<file path="src/rtl/ws_array_pkg.sv">
// Shared types and default widths for the weight-stationary array sequencer.
//   ws_state_t : sequencer states (IDLE, LOAD_WT, STREAM, DRAIN)
//   BIT_WIDTH  : activation / weight element width
//   ACC_WIDTH  : accumulator lane width
//   ARR_SIZE   : array rows / columns
package ws_array_pkg;

    typedef enum logic [1:0] {
        IDLE    = 2'd0,
        LOAD_WT = 2'd1,
        STREAM  = 2'd2,
        DRAIN   = 2'd3
    } ws_state_t;

    localparam int BIT_WIDTH = 8;
    localparam int ACC_WIDTH = 32;
    localparam int ARR_SIZE  = 4;

endpackage

</file>
<file path="src/rtl/ws_array_ctrl_lane_delay.sv">
// lane_delay: fixed-length register chain for one data lane.
// Used for the input skew in front of the array and the output deskew
// behind it. A depth of 0 degenerates to a plain wire.
// Ports:
//   clk   in   1      clock, rising edge
//   rst   in   1      synchronous active-high reset, clears every stage
//   din   in   WIDTH  lane input
//   dout  out  WIDTH  lane input delayed by DEPTH cycles
module lane_delay #(
    parameter int WIDTH = 8,
    parameter int DEPTH = 1
) (
    input  logic             clk,
    input  logic             rst,
    input  logic [WIDTH-1:0] din,
    output logic [WIDTH-1:0] dout
);

    generate
        if (DEPTH == 0) begin : g_wire
            assign dout = din;
        end else begin : g_chain
            logic [WIDTH-1:0] stage [DEPTH];

            always_ff @(posedge clk) begin
                if (rst) begin
                    for (int k = 0; k < DEPTH; k++) begin
                        stage[k] <= '0;
                    end
                end else begin
                    stage[0] <= din;
                    for (int k = 1; k < DEPTH; k++) begin
                        stage[k] <= stage[k-1];
                    end
                end
            end

            assign dout = stage[DEPTH-1];
        end
    endgenerate

endmodule

</file>
<file path="src/rtl/ws_array_ctrl.sv">
// ws_array_ctrl: sequencer for a weight-stationary systolic array.
// Loads a weight tile row by row, streams activation vectors with the
// per-lane input skew the array needs, and deskews the accumulator lanes
// into aligned result vectors with a valid strobe.
//
// state    | meaning
// ---------+-----------------------------------------------------------
// IDLE     | waiting for start
// LOAD_WT  | arr_control=1, accepting `size` weight rows
// STREAM   | arr_control=0, accepting `num_vec` activation vectors
// DRAIN    | injecting zeros until the last tagged result is emitted
//
// Ports:
//   clk, rst            clock, synchronous active-high reset
//   start               begin a job (IDLE only)
//   busy, done          not-IDLE flag, one-cycle completion pulse
//   wt_valid/ready/data weight row handshake
//   act_valid/ready/data activation vector handshake
//   arr_control         array mode, 1 = weight load
//   arr_wt, arr_data    array weight row and skewed activation inputs
//   arr_acc             array accumulator lanes
//   res_valid, res_data aligned result vector
module ws_array_ctrl
    import ws_array_pkg::*;
#(
    parameter int depth     = ARR_SIZE,
    parameter int bit_width = BIT_WIDTH,
    parameter int acc_width = ACC_WIDTH,
    parameter int size      = ARR_SIZE,
    parameter int num_vec   = 4,
    parameter int arr_lat   = 2
) (
    input  logic                        clk,
    input  logic                        rst,
    input  logic                        start,
    output logic                        busy,
    output logic                        done,
    input  logic                        wt_valid,
    output logic                        wt_ready,
    input  logic [bit_width*depth-1:0]  wt_data,
    input  logic                        act_valid,
    output logic                        act_ready,
    input  logic [bit_width*depth-1:0]  act_data,
    output logic                        arr_control,
    output logic [bit_width*depth-1:0]  arr_wt,
    output logic [bit_width*depth-1:0]  arr_data,
    input  logic [acc_width*size-1:0]   arr_acc,
    output logic                        res_valid,
    output logic [acc_width*size-1:0]   res_data
);

    localparam int WT_CW   = $clog2(size + 1);
    // A tag entering with the vector reaches the output after the array
    // latency plus the widest deskew.
    localparam int TAG_LEN = arr_lat + size - 1;

    ws_state_t state;
    ws_state_t state_next;

    logic [WT_CW-1:0]           wt_cnt;
    logic [7:0]                 vec_cnt;
    logic                       wt_hs;
    logic                       act_hs;
    logic                       wt_last;
    logic                       act_last;
    logic                       tags_pending;

    logic [bit_width*depth-1:0] act_q;
    logic                       tag_q;
    logic [TAG_LEN-1:0]         tag_sr;
    logic [acc_width*size-1:0]  deskewed;

    assign wt_hs        = wt_valid & wt_ready;
    assign act_hs       = act_valid & act_ready;
    assign wt_last      = (wt_cnt == WT_CW'(size - 1));
    assign act_last     = (vec_cnt == 8'(num_vec - 1));
    assign res_valid    = tag_sr[TAG_LEN-1];
    // Any tagged vector still upstream of the output stage.
    assign tags_pending = tag_q | (|tag_sr[TAG_LEN-2:0]);
    assign busy         = (state != IDLE);

    always_ff @(posedge clk) begin
        if (rst) begin
            state <= IDLE;
        end else begin
            state <= state_next;
        end
    end

    always_comb begin
        state_next = state;
        wt_ready   = 1'b0;
        act_ready  = 1'b0;
        done       = 1'b0;
        case (state)
            IDLE: begin
                if (start) begin
                    state_next = LOAD_WT;
                end
            end
            LOAD_WT: begin
                wt_ready = 1'b1;
                if (wt_valid && wt_last) begin
                    state_next = STREAM;
                end
            end
            STREAM: begin
                act_ready = 1'b1;
                if (act_valid && act_last) begin
                    state_next = DRAIN;
                end
            end
            DRAIN: begin
                // The beat on the output now is the last tagged one.
                if (res_valid && !tags_pending) begin
                    done       = 1'b1;
                    state_next = IDLE;
                end
            end
            default: begin
                state_next = IDLE;
            end
        endcase
    end

    always_ff @(posedge clk) begin
        if (rst) begin
            wt_cnt      <= '0;
            vec_cnt     <= '0;
            arr_control <= 1'b0;
            arr_wt      <= '0;
            act_q       <= '0;
            tag_q       <= 1'b0;
            tag_sr      <= '0;
        end else begin
            // Registered from the next state so the first STREAM cycle
            // already drives compute mode.
            arr_control <= (state_next == LOAD_WT);

            if (state == IDLE && start) begin
                wt_cnt  <= '0;
                vec_cnt <= '0;
            end

            if (wt_hs) begin
                arr_wt <= wt_data;
                wt_cnt <= wt_cnt + 1'b1;
            end

            if (act_hs) begin
                vec_cnt <= vec_cnt + 1'b1;
            end

            // Cycles without an accepted vector inject an untagged bubble.
            act_q  <= act_hs ? act_data : '0;
            tag_q  <= act_hs;
            tag_sr <= {tag_sr[TAG_LEN-2:0], tag_q};
        end
    end

    // Input skew: lane i reaches the array i cycles after lane 0.
    for (genvar i = 0; i < depth; i++) begin : g_skew
        lane_delay #(
            .WIDTH (bit_width),
            .DEPTH (i)
        ) u_skew (
            .clk  (clk),
            .rst  (rst),
            .din  (act_q[i*bit_width +: bit_width]),
            .dout (arr_data[i*bit_width +: bit_width])
        );
    end

    // Output deskew: column c finishes c cycles after column 0, so it is
    // held back size-1-c cycles to line all columns up.
    for (genvar c = 0; c < size; c++) begin : g_deskew
        lane_delay #(
            .WIDTH (acc_width),
            .DEPTH (size - 1 - c)
        ) u_deskew (
            .clk  (clk),
            .rst  (rst),
            .din  (arr_acc[c*acc_width +: acc_width]),
            .dout (deskewed[c*acc_width +: acc_width])
        );
    end

    // The last column has no deskew register, so its lane would follow the
    // array combinationally; gating keeps the result bus quiet between beats
    // and zero while in reset.
    assign res_data = res_valid ? deskewed : '0;

endmodule

</file>
<file path="config.mk">
export PLATFORM = sky130hd
export DESIGN_NAME = ws_array_ctrl
export DESIGN_NICKNAME = d
export VERILOG_FILES = /design/src/rtl/ws_array_pkg.sv /design/src/rtl/ws_array_ctrl_lane_delay.sv /design/src/rtl/ws_array_ctrl.sv
export SDC_FILE = /design/constraint.sdc
export NUM_CORES = 1
export LEC_CHECK = 0
export CORE_MARGIN = 10
export CORE_UTILIZATION = 41
export CTS_CLUSTER_DIAMETER = 30
export CTS_CLUSTER_SIZE = 20
export DETAILED_ROUTE_END_ITERATION = 16
export GPL_TIMING_DRIVEN = 0
export PLACE_DENSITY = 0.77
export SYNTH_ARGS = -nofsm -noshare
export SYNTH_HDL_FRONTEND = slang
export SYNTH_HIERARCHICAL = 1
export SYNTH_SLANG_ARGS = --single-unit
export TNS_END_PERCENT = 30
</file>
<file path="constraint.sdc">
create_clock -name clk -period 1.2 [get_ports clk]
set_clock_uncertainty 0.1 [all_clocks]
set_input_delay 0.24 -clock clk [delete_from_list [all_inputs] [get_ports clk]]
set_output_delay 0.24 -clock clk [all_outputs]
set_load 0.02 [all_outputs]
</file>
# ---- After elaboration in Yosys (flattened, before gate mapping)
# Memory sizes are Yosys's and may differ from the RTL's.
# Index checks and enable logic that the tools add are counted.
dict set report op_classes {
  add_sub_neg 2
  eq_ne 6
  n_bitwise 14
  n_reduce_logical 13
  n_mux 31
}
# operator count
set ops {}
lappend ops {{32-bit 2-to-1 mux} 6}
lappend ops {{128-bit 2-to-1 mux} 1}
lappend ops {{8-bit 2-to-1 mux} 8}
lappend ops {{32-bit OR reduction} 1}
lappend ops {{1-bit bitwise OR} 11}
lappend ops {{1-bit 2-to-1 mux} 9}
lappend ops {{8-bit by 1-bit adder with 8-bit output, second input constant} 1}
lappend ops {{8-bit by 2-bit == test with 1-bit output, second input constant} 1}
lappend ops {{2-bit 2-to-1 mux} 4}
lappend ops {{2-bit case mux with 4 select lines} 1}
lappend ops {{8-bit OR reduction} 1}
lappend ops {{3-bit 2-to-1 mux} 2}
lappend ops {{2-bit nonzero test} 3}
lappend ops {{2-bit by 1-bit == test with 1-bit output, second input constant} 2}
lappend ops {{2-bit == test, second input constant} 2}
lappend ops {{1-bit logical AND} 4}
lappend ops {{4-bit OR reduction} 1}
lappend ops {{3-bit by 1-bit adder with 3-bit output, second input constant} 1}
lappend ops {{3-bit by 2-bit == test with 1-bit output, second input constant} 1}
lappend ops {{1-bit AND} 2}
lappend ops {{2-bit logical NOT} 1}
lappend ops {{2-bit OR reduction} 1}
lappend ops {{1-bit logical NOT} 1}
lappend ops {{1-bit NOT} 1}
dict set report word_totals {
  regBits 84
  inputBits 197
  mem_count 6
  ramBits 240
  word_cells 80
}
# memory words width read_ports rd_clocked_by_memory_dff wr line
set mem_list {}
lappend mem_list {{g_deskew[0].u_deskew.g_chain.stage} 3 32 3 0 3 ws_array_ctrl_lane_delay.sv:23} ;# logic [WIDTH-1:0] stage [DEPTH];
lappend mem_list {{g_deskew[1].u_deskew.g_chain.stage} 2 32 2 0 2 ws_array_ctrl_lane_delay.sv:23}
lappend mem_list {{g_deskew[2].u_deskew.g_chain.stage} 1 32 1 0 1 ws_array_ctrl_lane_delay.sv:23}
lappend mem_list {{g_skew[3].u_skew.g_chain.stage} 3 8 3 0 3 ws_array_ctrl_lane_delay.sv:23}
lappend mem_list {{g_skew[2].u_skew.g_chain.stage} 2 8 2 0 2 ws_array_ctrl_lane_delay.sv:23}
lappend mem_list {{g_skew[1].u_skew.g_chain.stage} 1 8 1 0 1 ws_array_ctrl_lane_delay.sv:23}

# ---- Longest topological paths before layout
dict set report logic_depth {
  depth_word 7
  depth_mapped 6
  depth_no_buf 6
}

# ---- By module
# Netlist, hierarchy kept.
# module cells_per_inst instances seq_area_each_um2 area_per_inst_um2
set modules_own_cells {}
lappend modules_own_cells {ws_array_ctrl 448 1 1681.6 3681.0}
lappend modules_own_cells {{lane_delay (g_deskew[0].u_deskew)} 234 1 1921.8 2840.2}
lappend modules_own_cells {{lane_delay (g_deskew[1].u_deskew)} 167 1 1281.2 2158.3}
lappend modules_own_cells {{lane_delay (g_deskew[2].u_deskew)} 67 1 640.6 863.3}
lappend modules_own_cells {{lane_delay (g_skew[3].u_skew)} 58 1 480.5 753.2}
lappend modules_own_cells {{lane_delay (g_skew[2].u_skew)} 41 1 320.3 524.3}
lappend modules_own_cells {{lane_delay (g_deskew[3].u_deskew)} 32 1 0.0 240.2}
lappend modules_own_cells {{lane_delay (g_skew[1].u_skew)} 16 1 160.2 210.2}
lappend modules_own_cells {{lane_delay (g_skew[0].u_skew)} 8 1 0.0 60.1}

# ---- Least setup slack after synthesis
# No wires, ideal clock.
dict set report synth_timing {
  path_type {reg-to-output}
  startpoint {reg tag_sr[4]}
  endpoint {out res_data[100]}
  setup_slack_ns -0.330
  n_path_buf 2
  t_arrival_ns 1.190
  required_time_ns 0.860
  stages_incl_launch_ff 4
  cell_sequence {dfxtp_1 clkbuf_1 clkbuf_1 and2_1}
}
dict set report synth_between {
  elab_chain_len 1
}
# element line
set synth_rtl {}
lappend synth_rtl {{from (decl)} ws_array_ctrl.sv:70} ;# logic [TAG_LEN-1:0] tag_sr;
lappend synth_rtl {{from (signal assigned)} ws_array_ctrl.sv:157} ;# tag_sr <= {tag_sr[TAG_LEN-2:0], tag_q};
lappend synth_rtl {{128-bit 2-to-1 mux} ws_array_ctrl.sv:191} ;# assign res_data = res_valid ? deskewed : '0;
lappend synth_rtl {{to (decl)} ws_array_ctrl.sv:49} ;# output logic [acc_width*size-1:0] res_data
# Every way passes these cells.

# ---- Worst setup path in the final report
dict set report layout_timing {
  startpoint {reg tag_sr[4]}
  endpoint {out done}
}
dict set report layout_between {
  elab_chain_len 3
}
# element line
set layout_rtl {}
lappend layout_rtl {{1-bit logical AND} ws_array_ctrl.sv:115} ;# if (res_valid && !tags_pending) begin
lappend layout_rtl {{1-bit 2-to-1 mux} ws_array_ctrl.sv:115}
lappend layout_rtl {{1-bit 2-to-1 mux} ws_array_ctrl.sv:95} ;# case (state)
lappend layout_rtl {{to (decl)} ws_array_ctrl.sv:37} ;# output logic done,
# Every way passes these cells.

==> impl_metrics.json <==
{
  "dieWidth_um": 186,
  "num_rows": 60,
  "ys.flop_type": "dfxtp_1",
  "gp_congestion": 0.826,
  "regArea_um2": 6540,
  "multi_input_area_um2": 3950,
  "peakVddDrop_mv": 1.33,
  "critPathMaxFanout": 4,
  "clk_pin_slew_ns": 0.04,
  "combPwrFrac_pct": 5.0,
  "p_sw_share_pct": 20.7,
  "drtIter0Drc": 233,
  "cts_buffers": 67,
  "fin_nets": 1717,
  "grt_max_degree": 35,
  "synth_edf_count": 0,
  "p_clk_share_pct": 59.2,
  "min_path_type": "input port to register",
  "timing.final.ws_setup_ns": -0.792,
  "hold_buffers": 0,
  "synth_warnings": 6,
  "grt_pass1_vias": 8569,
  "setup_viol": 277,
  "crit_path_end_kind": "output pin",
  "synth-async-reset-ratio_pct": 0,
  "p_int_mw": 24.9,
  "wl_per_cell_um": 16.7,
  "antenna_found_initial": 7,
  "max_freq_mhz": 502,
  "initial_core_util_pct": 41.8,
  "p_leak_nw": 8.25,
  "rsz0062_at_grt": "true",
  "nFillCells": 1968,
  "grt_pass1_wl_um": 46200,
  "htreeDepth": 3,
  "synth_largest_area_cell": "dfxtp_1",
  "die_area_um2": 34700,
  "maxSlewViolCount": 0,
  "yosysSeqAreaShare_pct": 57.2,
  "worst_pin_slew_ns": 0.521,
  "drive_gt1_share_pct": 48.4,
  "syn_area_um2": 11300,
  "whs_ns": 0.140,
  "grt.total_usage_pct": 17.2,
  "syn_avg_cell_area_um2": 10.6,
  "hpwl_um": 23000,
  "finalHoldViolations": 0,
  "core-area_um2": 27100,
  "synth_area_leaders": "dfxtp_1, and2_1, nor2b_1",
  "die_h_um": 186,
  "synth_nets": 1271,
  "seq_power_share_pct": 35.8,
  "post-place-ws_ns": -1.03,
  "clock_latency_ns": 0.54,
  "p_per_area_nw_per_um2": 1660,
  "drtPass1Iterations": 4,
  "drc": 0,
  "area_growth_pct": 66.6,
  "cts.sinks": 324,
  "slew_headroom_pct": 65.3,
  "drt-total-wl_um": 32400,
  "clock_path_buffers": 3,
  "start_kind": "register",
  "status": "finished with violations",
  "violations": "setup timing",
  "synth_top_area_share_pct": 57.2,
  "port_buffers": 362,
  "num_vias": 8268,
  "crit_type": "register to output pin",
  "p_switching_mw": 6.51,
  "max_cap_violations": 0,
  "finalCritPeriodShare_pct": 166,
  "tritoncts": "yes",
  "cp.required_ns": 0.86,
  "min_period_ns": 1.99,
  "clockRootBuffer": "clkbuf_16",
  "synthCells": 1071,
  "placed_cell_area_um2": 15700,
  "ys_ff_latch": 324,
  "stdcell_count": 1943,
  "dp_cells": 1805,
  "crit_arrival_ns": 1.65,
  "route.antenna.remaining_nets": 0,
  "yosysUniqueCellTypes": 41,
  "io_pins": 395,
  "design_area_um2": 18900,
  "grt-ovfl-total": 0,
  "reg2reg_setup_slack_ns": -0.42,
  "routed_via_density": 4.26
}
[state kept, by name, indices dropped and copies added, names as in the netlist]
| signal | cells |
|---|---|
| arr_control | 1 |
| tag_sr | 5 |
| tag_q | 1 |
| vec_cnt | 8 |
| g_skew.u_skew/g_chain.stage | 48 |
| arr_wt | 32 |
| wt_cnt | 3 |
| state | 2 |
| g_deskew.u_deskew/g_chain.stage | 192 |
| act_q | 32 |
[timing repair]
| action | CTS | global route |
|---|---|---|
| buffers inserted | 2 | 7 |
| pin swaps | 3 | 3 |
| resized for setup | 743 | 521 |
| gates cloned | 5 | 5 |
| endpoints found under the setup margin | 281 | 281 |
[synth_stat cells (2+ instances only)]
library cell,n
a21oi_1,39
a22oi_1,2
and2_1,161
and2b_1,4
and2b_2,6
and3_1,2
and3b_1,2
buf_2,12
buf_4,124
buf_6,12
buf_8,2
clkbuf_1,25
dfxtp_1,324
ha_1,3
inv_1,2
nand2_1,66
nand3_1,4
nand3b_1,2
nor2_1,18
nor2b_1,155
nor2b_2,81
nor3b_1,3
o21ai_0,2
o311ai_0,2
or4_1,2
[logic make-up (layout without fill, tap and decap cells)]
| family | Yosys count | count (layout) | synth area share [%] |
|---|---|---|---|
| buffers and inverters | 177 | 673 | 11.1 |
| flip-flops | 324 | 324 | 57.2 |
| AND/OR/NAND/NOR | 516 | 516 | 28.8 |
| adder cells (fa/ha/maj) | 3 | 3 | 0.331 |
| other | 0 | 4 | 0 |
| AO/OA/AOI/OAI | 51 | 51 | 2.51 |
[cell usage in the layout (no fill, tap or decap), types with 6 or more instances in the layout]
| cell | netlist | final |
|---|---|---|
| nor2b_2 | 81 | 81 |
| clkbuf_16 | 0 | 81 |
| bufinv_16 | 0 | 8 |
| a21oi_1 | 39 | 39 |
| nand2_1 | 66 | 66 |
| and2_2 | 0 | 10 |
| clkinv_2 | 0 | 15 |
| dfxtp_2 | 0 | 43 |
| and2_4 | 0 | 119 |
| and2_1 | 161 | 32 |
| dfxtp_1 | 324 | 280 |
| nor2_1 | 18 | 17 |
| buf_4 | 124 | 129 |
| buf_6 | 12 | 209 |
| clkbuf_8 | 0 | 6 |
| buf_8 | 2 | 12 |
| buf_2 | 12 | 11 |
| nor2b_1 | 155 | 154 |
| clkdlybuf4s50_1 | 0 | 164 |
| clkbuf_1 | 25 | 20 |
| and2b_2 | 6 | 6 |
[power by group through the flow]
stage | clock network (mW) | logic, mW | registers (mW)
3_3_place_gp | 0 | 1.51 | 11.4
6_report | 18.6 | 1.57 | 11.2
2_1_floorplan | 0 | 0.685 | 11.4
4_1_cts | 18.9 | 1.55 | 11.2
5_1_grt | 19.5 | 1.70 | 11.3
3_5_place_dp | 0 | 1.53 | 11.4
[layer usage]
metal	vias to the layer above	track usage [%]	wire length (µm)
li1	4102	-	-
met1	3775	16.0	10900
met2	306	31.5	17000
met3	77	8.48	3570
met4	8	6.71	878
met5	-	0	61
[final timing paths]
check | cells past startpoint | startpoint | endpoint
max | 4 | tag_sr[4]$_SDFF_PP0_ | done
min | 3 | wt_data[28] | arr_wt[28]$_SDFFE_PP0P_
max reg2reg | 5 | state[1]$_SDFF_PP0_ | arr_wt[15]$_SDFFE_PP0P_
min reg2reg | 1 | g_deskew[0].u_deskew/g_chain.stage[0][26]$_SDFF_PP0_ | g_deskew[0].u_deskew/g_chain.stage[0][58]$_SDFF_PP0_
[area by class of cell]
type,count,area share [%]
flip-flops and latches,324,34.7
repair buffers,381,21.7
multi-input cells,570,20.9
clock buffers,85,9.84
plain buffers,171,7.78
clock inverters,34,2.49
well taps,372,2.47
diodes,4,0.0530
inverters,2,0.0398
[through the flow]
step / utilization [%] / setup TNS (ns) / total power, mW
floorplan: - / -5.77 / 12.1
global placement: 58.0 / -586.35 / 12.9
detailed placement: 58.0 / -262.17 / 12.9
CTS: 67.1 / -174.55 / 31.7
global route: 69.6 / -139.85 / 32.5
finish: 69.6 / -123.26 / 31.4
[critical path: stages (launching register included)]
cell and delay, ns:
dfxtp_4 0.41, nor4b_4 0.22, and3_4 0.22, and2_4 0.14, buf_6 0.12
Note: power is estimated with default switching activity, not from simulation.
